[config.mk]
export PLATFORM = sky130hd
export DESIGN_NAME = bus_demultiplexer_flat
export DESIGN_NICKNAME = d
export VERILOG_FILES = /design/src/rtl/bus_demultiplexer_pkg.sv /design/src/rtl/bus_demultiplexer_if.sv /design/src/rtl/bus_demux_mux.sv /design/src/rtl/bus_demux_read_tracker.sv /design/src/rtl/bus_demultiplexer.sv /design/src/flat_wrapper.sv
export SDC_FILE = /design/constraint.sdc
export NUM_CORES = 1
export LEC_CHECK = 0
export ABC_AREA = 1
export CELL_PAD_IN_SITES_DETAIL_PLACEMENT = 2
export CELL_PAD_IN_SITES_GLOBAL_PLACEMENT = 2
export CORE_MARGIN = 5
export CORE_UTILIZATION = 10
export CTS_BUF_LIST = sky130_fd_sc_hd__clkbuf_8
export DETAILED_ROUTE_END_ITERATION = 8
export PLACE_DENSITY = 0.95
export SYNTH_ARGS = -nofsm -noshare
export SYNTH_HDL_FRONTEND = slang
export SYNTH_SLANG_ARGS = --single-unit
export TNS_END_PERCENT = 20
[constraint.sdc]
create_clock -name clock -period 4.8 [get_ports clock]
set_input_delay 0.96 -clock clock [delete_from_list [all_inputs] [get_ports clock]]
set_output_delay 0.96 -clock clock [all_outputs]
set_load 0.02 [all_outputs]
[src/rtl/bus_demultiplexer_pkg.sv]
// Shared types and constants for the bus demultiplexer.
// BUS_DEMUX_ERR_DATA is the payload of a synthetic read response (BUS_DEMUX_TIMEOUT_EN builds).
package bus_demultiplexer_pkg;

    // Sliced down to DATA_WIDTH by the user; wide enough for any sensible bus.
    localparam logic [1023:0] BUS_DEMUX_ERR_DATA = '1;

    typedef enum logic [1:0] {
        PEND_HOLD,
        PEND_INC,
        PEND_DEC
    } pend_op_e;

endpackage

[src/rtl/bus_demultiplexer_if.sv]
// Upstream slave port plus the broadcast/per-channel downstream ports of the demultiplexer.
// Channel k occupies slice CHANNELS-1-k of every packed per-channel bus.
interface bus_demultiplexer_if #(
    parameter int ADDR_WIDTH = 32,
    parameter int DATA_WIDTH = 32,
    parameter int CHANNELS   = 4
);
    logic [ADDR_WIDTH-1:0]          s_address;
    logic                           s_read;
    logic                           s_write;
    logic [DATA_WIDTH-1:0]          s_writedata;
    logic [DATA_WIDTH/8-1:0]        s_byteenable;
    logic                           s_waitrequest;
    logic [DATA_WIDTH-1:0]          s_readdata;
    logic                           s_readdatavalid;

    logic [ADDR_WIDTH-1:0]          m_address;
    logic [DATA_WIDTH-1:0]          m_writedata;
    logic [DATA_WIDTH/8-1:0]        m_byteenable;
    logic [CHANNELS-1:0]            m_read;
    logic [CHANNELS-1:0]            m_write;
    logic [CHANNELS-1:0]            m_waitrequest;
    logic [CHANNELS*DATA_WIDTH-1:0] m_readdata;
    logic [CHANNELS-1:0]            m_readdatavalid;

    // The demultiplexer itself.
    modport slave (
        input  s_address, s_read, s_write, s_writedata, s_byteenable,
        output s_waitrequest, s_readdata, s_readdatavalid,
        output m_address, m_writedata, m_byteenable, m_read, m_write,
        input  m_waitrequest, m_readdata, m_readdatavalid
    );

    // The environment: upstream requester and downstream slaves.
    modport master (
        output s_address, s_read, s_write, s_writedata, s_byteenable,
        input  s_waitrequest, s_readdata, s_readdatavalid,
        input  m_address, m_writedata, m_byteenable, m_read, m_write,
        output m_waitrequest, m_readdata, m_readdatavalid
    );
endinterface

[src/rtl/bus_demux_mux.sv]
// N-way multiplexer over a packed bus; selection k picks slice N-1-k (channel 0 = MSB slice).
module bus_demux_mux #(
    parameter int WIDTH = 32,
    parameter int N     = 4,
    localparam int SEL_W = $clog2(N)
) (
    input  logic [N*WIDTH-1:0] data,
    input  logic [SEL_W-1:0]   sel,
    output logic [WIDTH-1:0]   y
);
    always_comb begin
        // NOTE: default first, so every path assigns y and no latch is inferred.
        y = '0;
        for (int k = 0; k < N; k++) begin
            if (sel == SEL_W'(k)) y = data[(N-1-k)*WIDTH +: WIDTH];
        end
    end
endmodule

[src/rtl/bus_demux_read_tracker.sv]
// Outstanding-read bookkeeping: count, owning channel and, with BUS_DEMUX_TIMEOUT_EN,
// a watchdog that emits a one-cycle timeout pulse when the owning slave stays silent.
module bus_demux_read_tracker
    import bus_demultiplexer_pkg::*;
#(
    parameter int CHANNELS       = 4,
    parameter int MAX_PENDING    = 4,
    parameter int TIMEOUT_CYCLES = 1024,
    localparam int CH_W  = $clog2(CHANNELS),
    localparam int CNT_W = $clog2(MAX_PENDING + 1)
) (
    input  logic             clock,
    input  logic             reset_n,
    input  logic             accept,
    input  logic [CH_W-1:0]  ch,
    input  logic             rsp,
    output logic [CNT_W-1:0] pend_cnt,
    output logic [CH_W-1:0]  pend_ch,
    output logic             timeout
);
    pend_op_e op;
    logic     resp_any;

    assign resp_any = rsp | timeout;

    always_comb begin
        case ({accept, resp_any})
            2'b10:   op = PEND_INC;
            2'b01:   op = PEND_DEC;
            default: op = PEND_HOLD;
        endcase
    end

    // NOTE: non-blocking assignments so every register samples pre-edge values.
    always_ff @(posedge clock or negedge reset_n) begin
        if (!reset_n) begin
            pend_cnt <= '0;
            pend_ch  <= '0;
        end else begin
            case (op)
                PEND_INC: pend_cnt <= pend_cnt + CNT_W'(1);
                PEND_DEC: pend_cnt <= pend_cnt - CNT_W'(1);
                default:  pend_cnt <= pend_cnt;
            endcase
            if (accept) pend_ch <= ch;
        end
    end

`ifdef BUS_DEMUX_TIMEOUT_EN
    localparam int TIMER_W = $clog2(TIMEOUT_CYCLES);

    logic [TIMER_W-1:0] timer;

    always_ff @(posedge clock or negedge reset_n) begin
        if (!reset_n) begin
            timer <= '0;
        end else if (accept || resp_any || pend_cnt == '0) begin
            timer <= '0;
        end else begin
            timer <= timer + TIMER_W'(1);
        end
    end

    // A real response in the same cycle always wins over the synthetic one.
    assign timeout = (pend_cnt != '0) && !rsp && (timer == TIMER_W'(TIMEOUT_CYCLES - 1));
`else
    assign timeout = 1'b0;
`endif
endmodule

[src/rtl/bus_demultiplexer.sv]
// One Avalon-MM slave port fanned out to CHANNELS master ports, decoded from the top address bits.
// Reads to a different channel stall until earlier reads drain; BUS_DEMUX_TIMEOUT_EN adds a read watchdog.
module bus_demultiplexer
    import bus_demultiplexer_pkg::*;
#(
    parameter int ADDR_WIDTH     = 32,
    parameter int DATA_WIDTH     = 32,
    parameter int CHANNELS       = 4,
    parameter int MAX_PENDING    = 4,
    parameter int TIMEOUT_CYCLES = 1024
) (
    input logic                 clock,
    input logic                 reset_n,
    bus_demultiplexer_if.slave  bus
);
    localparam int CH_W  = $clog2(CHANNELS);
    localparam int CNT_W = $clog2(MAX_PENDING + 1);
    localparam logic [CHANNELS-1:0] CH0_SEL = {1'b1, {(CHANNELS-1){1'b0}}};

    logic [CH_W-1:0]       ch;
    logic [CH_W-1:0]       pend_ch;
    logic [CNT_W-1:0]      pend_cnt;
    logic [CHANNELS-1:0]   ch_sel;
    logic [CHANNELS-1:0]   pend_sel;
    logic                  stall;
    logic                  wait_ch;
    logic                  accept;
    logic                  rsp;
    logic                  timeout;
    logic [DATA_WIDTH-1:0] rsp_data;

    assign ch       = bus.s_address[ADDR_WIDTH-1 -: CH_W];
    assign ch_sel   = CH0_SEL >> ch;
    assign pend_sel = CH0_SEL >> pend_ch;

    // Registered state only: a response landing this cycle does not release the stall.
    assign stall   = bus.s_read &&
                     ((pend_cnt != '0 && ch != pend_ch) || pend_cnt == CNT_W'(MAX_PENDING));
    assign wait_ch = |(bus.m_waitrequest & ch_sel);
    assign accept  = reset_n && bus.s_read && !stall && !wait_ch;
    assign rsp     = (pend_cnt != '0) && |(bus.m_readdatavalid & pend_sel);

    assign bus.m_address    = bus.s_address;
    assign bus.m_writedata  = bus.s_writedata;
    assign bus.m_byteenable = bus.s_byteenable;
    assign bus.m_read       = (reset_n && bus.s_read && !stall) ? ch_sel : '0;
    assign bus.m_write      = (reset_n && bus.s_write) ? ch_sel : '0;

    assign bus.s_waitrequest   = !reset_n || stall || wait_ch;
    assign bus.s_readdatavalid = reset_n && (rsp || timeout);
    assign bus.s_readdata      = timeout ? BUS_DEMUX_ERR_DATA[DATA_WIDTH-1:0] : rsp_data;

    bus_demux_read_tracker #(
        .CHANNELS       (CHANNELS),
        .MAX_PENDING    (MAX_PENDING),
        .TIMEOUT_CYCLES (TIMEOUT_CYCLES)
    ) u_tracker (
        .clock    (clock),
        .reset_n  (reset_n),
        .accept   (accept),
        .ch       (ch),
        .rsp      (rsp),
        .pend_cnt (pend_cnt),
        .pend_ch  (pend_ch),
        .timeout  (timeout)
    );

    bus_demux_mux #(
        .WIDTH (DATA_WIDTH),
        .N     (CHANNELS)
    ) u_rsp_mux (
        .data (bus.m_readdata),
        .sel  (pend_ch),
        .y    (rsp_data)
    );
endmodule

[src/flat_wrapper.sv]
// flat-port wrapper written by rule: the top's interface ports become plain ports
module bus_demultiplexer_flat import bus_demultiplexer_pkg::*;
#(
    parameter int ADDR_WIDTH     = 32,
    parameter int DATA_WIDTH     = 32,
    parameter int CHANNELS       = 4,
    parameter int MAX_PENDING    = 4,
    parameter int TIMEOUT_CYCLES = 1024
)
  (clock, reset_n, bus_s_address, bus_s_read, bus_s_write, bus_s_writedata, bus_s_byteenable, bus_s_waitrequest, bus_s_readdata, bus_s_readdatavalid, bus_m_address, bus_m_writedata, bus_m_byteenable, bus_m_read, bus_m_write, bus_m_waitrequest, bus_m_readdata, bus_m_readdatavalid);
  bus_demultiplexer_if #(.ADDR_WIDTH(ADDR_WIDTH), .DATA_WIDTH(DATA_WIDTH), .CHANNELS(CHANNELS)) bus_i ();
  input logic clock;
  input logic reset_n;
  input wire logic [$bits(bus_i.s_address)-1:0] bus_s_address;
  input wire logic [$bits(bus_i.s_read)-1:0] bus_s_read;
  input wire logic [$bits(bus_i.s_write)-1:0] bus_s_write;
  input wire logic [$bits(bus_i.s_writedata)-1:0] bus_s_writedata;
  input wire logic [$bits(bus_i.s_byteenable)-1:0] bus_s_byteenable;
  output wire logic [$bits(bus_i.s_waitrequest)-1:0] bus_s_waitrequest;
  output wire logic [$bits(bus_i.s_readdata)-1:0] bus_s_readdata;
  output wire logic [$bits(bus_i.s_readdatavalid)-1:0] bus_s_readdatavalid;
  output wire logic [$bits(bus_i.m_address)-1:0] bus_m_address;
  output wire logic [$bits(bus_i.m_writedata)-1:0] bus_m_writedata;
  output wire logic [$bits(bus_i.m_byteenable)-1:0] bus_m_byteenable;
  output wire logic [$bits(bus_i.m_read)-1:0] bus_m_read;
  output wire logic [$bits(bus_i.m_write)-1:0] bus_m_write;
  input wire logic [$bits(bus_i.m_waitrequest)-1:0] bus_m_waitrequest;
  input wire logic [$bits(bus_i.m_readdata)-1:0] bus_m_readdata;
  input wire logic [$bits(bus_i.m_readdatavalid)-1:0] bus_m_readdatavalid;
  assign bus_i.s_address = bus_s_address;
  assign bus_i.s_read = bus_s_read;
  assign bus_i.s_write = bus_s_write;
  assign bus_i.s_writedata = bus_s_writedata;
  assign bus_i.s_byteenable = bus_s_byteenable;
  assign bus_s_waitrequest = bus_i.s_waitrequest;
  assign bus_s_readdata = bus_i.s_readdata;
  assign bus_s_readdatavalid = bus_i.s_readdatavalid;
  assign bus_m_address = bus_i.m_address;
  assign bus_m_writedata = bus_i.m_writedata;
  assign bus_m_byteenable = bus_i.m_byteenable;
  assign bus_m_read = bus_i.m_read;
  assign bus_m_write = bus_i.m_write;
  assign bus_i.m_waitrequest = bus_m_waitrequest;
  assign bus_i.m_readdata = bus_m_readdata;
  assign bus_i.m_readdatavalid = bus_m_readdatavalid;
  bus_demultiplexer #(.ADDR_WIDTH(ADDR_WIDTH), .DATA_WIDTH(DATA_WIDTH), .CHANNELS(CHANNELS), .MAX_PENDING(MAX_PENDING), .TIMEOUT_CYCLES(TIMEOUT_CYCLES)) u_core (.clock(clock), .reset_n(reset_n), .bus(bus_i));
endmodule
==> summary.txt <==
Place
  • Final GP Congestion: 0.7279
  • PortBufs: 185
  • Dpl hpwl: 8.896 mm

Power
  • Reg power frac: 0.068
  • Logic pwr share: 0.877
  • Switching pwr: 762.8 uW
  • Maximum vdd ir drop: 0.0001383 V
  • Switch share: 0.5322
  • PwrDens: 422.4 nW/um2
  • Leakage power: 1.300 nW
  • Cell-internal power: 670.6 uW
  • Clock power share: 0.055

STA
  • Maximum clock rate: 254.4 MHz
  • Rel. slew slack: 0.5091
  • Tmin final: 3.930 ns
  • Final Hold Viols: 0
  • Unrepaired setup endpoints after global routing: no
  • Final worst-path cycle share: 0.8188
  • # setup viols final: 0
  • Max Clock Skew: 0.005307 ns
  • Slew at the pin closest to its max-slew limit: 0.7353 ns
  • Setup TNS: 0 ns
  • Final Slew Violations: 0

Synth
  • Syn Nets: 530
  • Cell variety after synth: 22
  • Yosys reg bits: 5
  • Synth warn: 0
  • Synth area leader: nand2_1
  • Synthesized area per cell: 5.564 um2
  • Share of the synthesized area in the top cell type: 0.3226
  • Post-Synthesis Cells: 320
  • Post-Syn Area: 1780 um2
  • Register area share after synthesis: 0.07027
  • Most area-consuming cells after synthesis: nand2_1 (32%), buf_4 (30%), nand4_1 (12%)

CTS
  • CTS tree: yes
  • Clk root buf: clkbuf_8
  • Clock transition at path regs: 0.04 ns
  • CTS Buf Count: 3
  • Maximum clock path buffer count: 2
  • Post-CTS setup buffer count: 0
  • Clk sink count: 5
  • Hold-fix buffers, CTS: 0
  • Clk_lat worst skew: 0.23 ns
  • Post-CTS Resized: 0
  • CTS HTree Levels: 1

Die
  • Chip Width: 143.4 um
  • Ports: 318
  • Floorplan row count: 48
  • Die area: 20570 um2
  • Starting Density: 0.1026
  • CORE AREA: 17360 um2
  • Die H: 143.4 um

Setup path
  • Kind of start point of the critical path: input pin
  • Critical path data arrival time: 2.97 ns
  • Reg-to-reg critical path endpoint: u_core.u_tracker.pend_cnt[2]$_DFFE_PN0P_
  • Crit path cell chain: clkdlybuf4s50_1, inv_2, nor2_1, nor2_1, nand3_2, nand2_4, nand2_2, nor2_1, clkdlybuf4s50_1
  • Critical path required time: 3.84 ns
  • Buf/Inv on CP: 3
  • Worst R2R Path Depth: 12
  • Crit-path slowest cell: clkdlybuf4s50_1
  • Crit path max-delay family: buffers and inverters
  • Flop-to-flop setup slack: 2.09 ns
  • CP Capture Type: primary output
  • R2R Path Start: u_core.u_tracker.pend_ch[0]$_DFFE_PN0P_
  • CP max FO: 8
  • Critical Path Most Common Cell: nor2_1
  • Crit-path max cell delay: 0.66 ns
  • Kind of critical path: input pin to primary output

Cells and area
  • Most frequent cells in the layout: clkdlybuf4s50_1 (185), nand2_1 (153), nand4_1 (34)
  • Util after Layout: 0.1955
  • Commonest non-fill, non-tap cell in the layout: clkdlybuf4s50_1
  • Final net count: 641
  • Share of cells above drive strength 1: 0.03953
  • Fillers: 2097
  • Synth-to-Final Area Change: 90.58%
  • N_diodes: 0

Route
  • Vias per cell: 3.792
  • DR iter-0 viols: 27
  • Residual DRC: 0
  • DRT Pass-1 Iters: 4
  • Average wire per standard cell: 16.15 um
  • Post-Route WL: 10.58 mm
  • Vias: 2484
  • Final ANT Viol Nets: 0

Hold path
  • Hold Path Cell Cnt: 1
  • Worst min path class: flop to flop
  • Hold Crit Start: u_core.u_tracker.pend_cnt[2]$_DFFE_PN0P_
  • Hold worst-path end: u_core.u_tracker.pend_cnt[2]$_DFFE_PN0P_

Global route
  • Total track usage: 0.09451
  • First-pass GRT wire length: 15.30 mm
  • GR Overflow Total: 0
  • Largest net degree at the start of global routing: 34
  • Number of global-route vias before repair: 2840
  • Initial antenna violation count: 0

Run status
  • Outcome: finished clean

Run
  • Max-cap violations: 0
-- area by class of cell --
class | instances | area, um2 | share of cell area
tap | 225 | 281.5 | 0.08296
clock inverter | 1 | 3.754 | 0.001106
multi-input combinational | 222 | 1030 | 0.3035
inverter | 12 | 45.04 | 0.01327
clock buffer | 3 | 41.29 | 0.01217
sequential | 5 | 125.1 | 0.03687
timing repair buffer | 187 | 1867 | 0.5501
-- worst register-to-register path: stages, from the launching register on --
cell and delay, ns:
dfrtp_1 0.52, nand2_1 0.11, inv_2 0.55, nand2_1 0.12
nand2_1 0.10, nor2_1 0.06, nor2_1 0.10, ha_1 0.15
inv_1 0.07, fa_1 0.43, a21oi_1 0.14, o21ai_0 0.11
xnor2_1 0.14
-- routing by layer --
layer	share of wire	track usage	wire length, um	up-vias
li1	-	-	-	1171
met1	0.35	0.09794	3705	1149
met2	0.52	0.1755	5450	140
met3	0.12	0.04093	1233	24
met4	0.018	0.02230	187	0
met5	0	0	0	-
-- kinds of logic after synthesis --
family | count (synthesis) | synth area share
fa+ha+maj | 2 | 0.01827
xor+xnor | 2 | 0.009840
compound gates | 3 | 0.008430
buf+inv | 93 | 0.3542
simple gates | 215 | 0.5390
flops | 5 | 0.07027
-- state kept, by name (all words and copies together) (netlist names) --
register,count
u_core.u_tracker.pend_cnt,3
u_core.u_tracker.pend_ch,2
-- how the worst max path moves through the flow --
stage / cells after the start / end / start / slack, ns
3_3_place_gp: 9 / bus_m_read[1] / bus_s_address[31] / 1.04
6_report: 9 / bus_m_read[3] / bus_s_address[31] / 0.87
4_1_cts: 9 / bus_m_read[3] / bus_s_address[31] / 0.89
5_1_grt: 9 / bus_m_read[3] / bus_s_address[31] / 0.73
2_1_floorplan: 8 / bus_m_read[0] / bus_s_address[30] / 2.02
3_5_place_dp: 9 / bus_m_read[3] / bus_s_address[31] / 0.89
-- Yosys cell counts --
master	number
a21oi_1	1
buf_2	9
buf_4	72
dfrtp_1	5
fa_1	1
ha_1	1
inv_1	9
inv_2	3
nand2_1	153
nand2_2	1
nand2_4	1
nand3_1	4
nand3_2	1
nand3_4	1
nand4_1	34
nor2_1	15
nor2_2	1
nor2_4	2
nor3_2	1
nor3b_2	1
o21ai_0	2
xnor2_1	2
-- per-stage QoR --
stage / hold WS [ns] / std cells / instance area [um2] / setup slack, ns / total power [mW]
after global routing: 0.5280 / 655 / 3393 / 0.7327 / 1.565
after global placement: 0.4838 / 651 / 3348 / 1.039 / 1.357
after floorplan: 0.4660 / 320 / 1780 / 2.022 / 0.8353
after CTS: 0.5238 / 655 / 3393 / 0.8894 / 1.484
final: 0.5048 / 655 / 3393 / 0.8697 / 1.433
after detailed placement: 0.5141 / 651 / 3348 / 0.8891 / 1.399
-- power groups by stage --
stage | clock (mW) | sequential (mW) | combinational (mW)
after detailed placement | 0 | 0.0994 | 1.30
after CTS | 0.0824 | 0.0992 | 1.30
after global routing | 0.0840 | 0.102 | 1.38
after floorplan | 0 | 0.0886 | 0.747
after global placement | 0 | 0.0969 | 1.26
final | 0.0787 | 0.0975 | 1.26
Power figures use the tool's default switching activity.
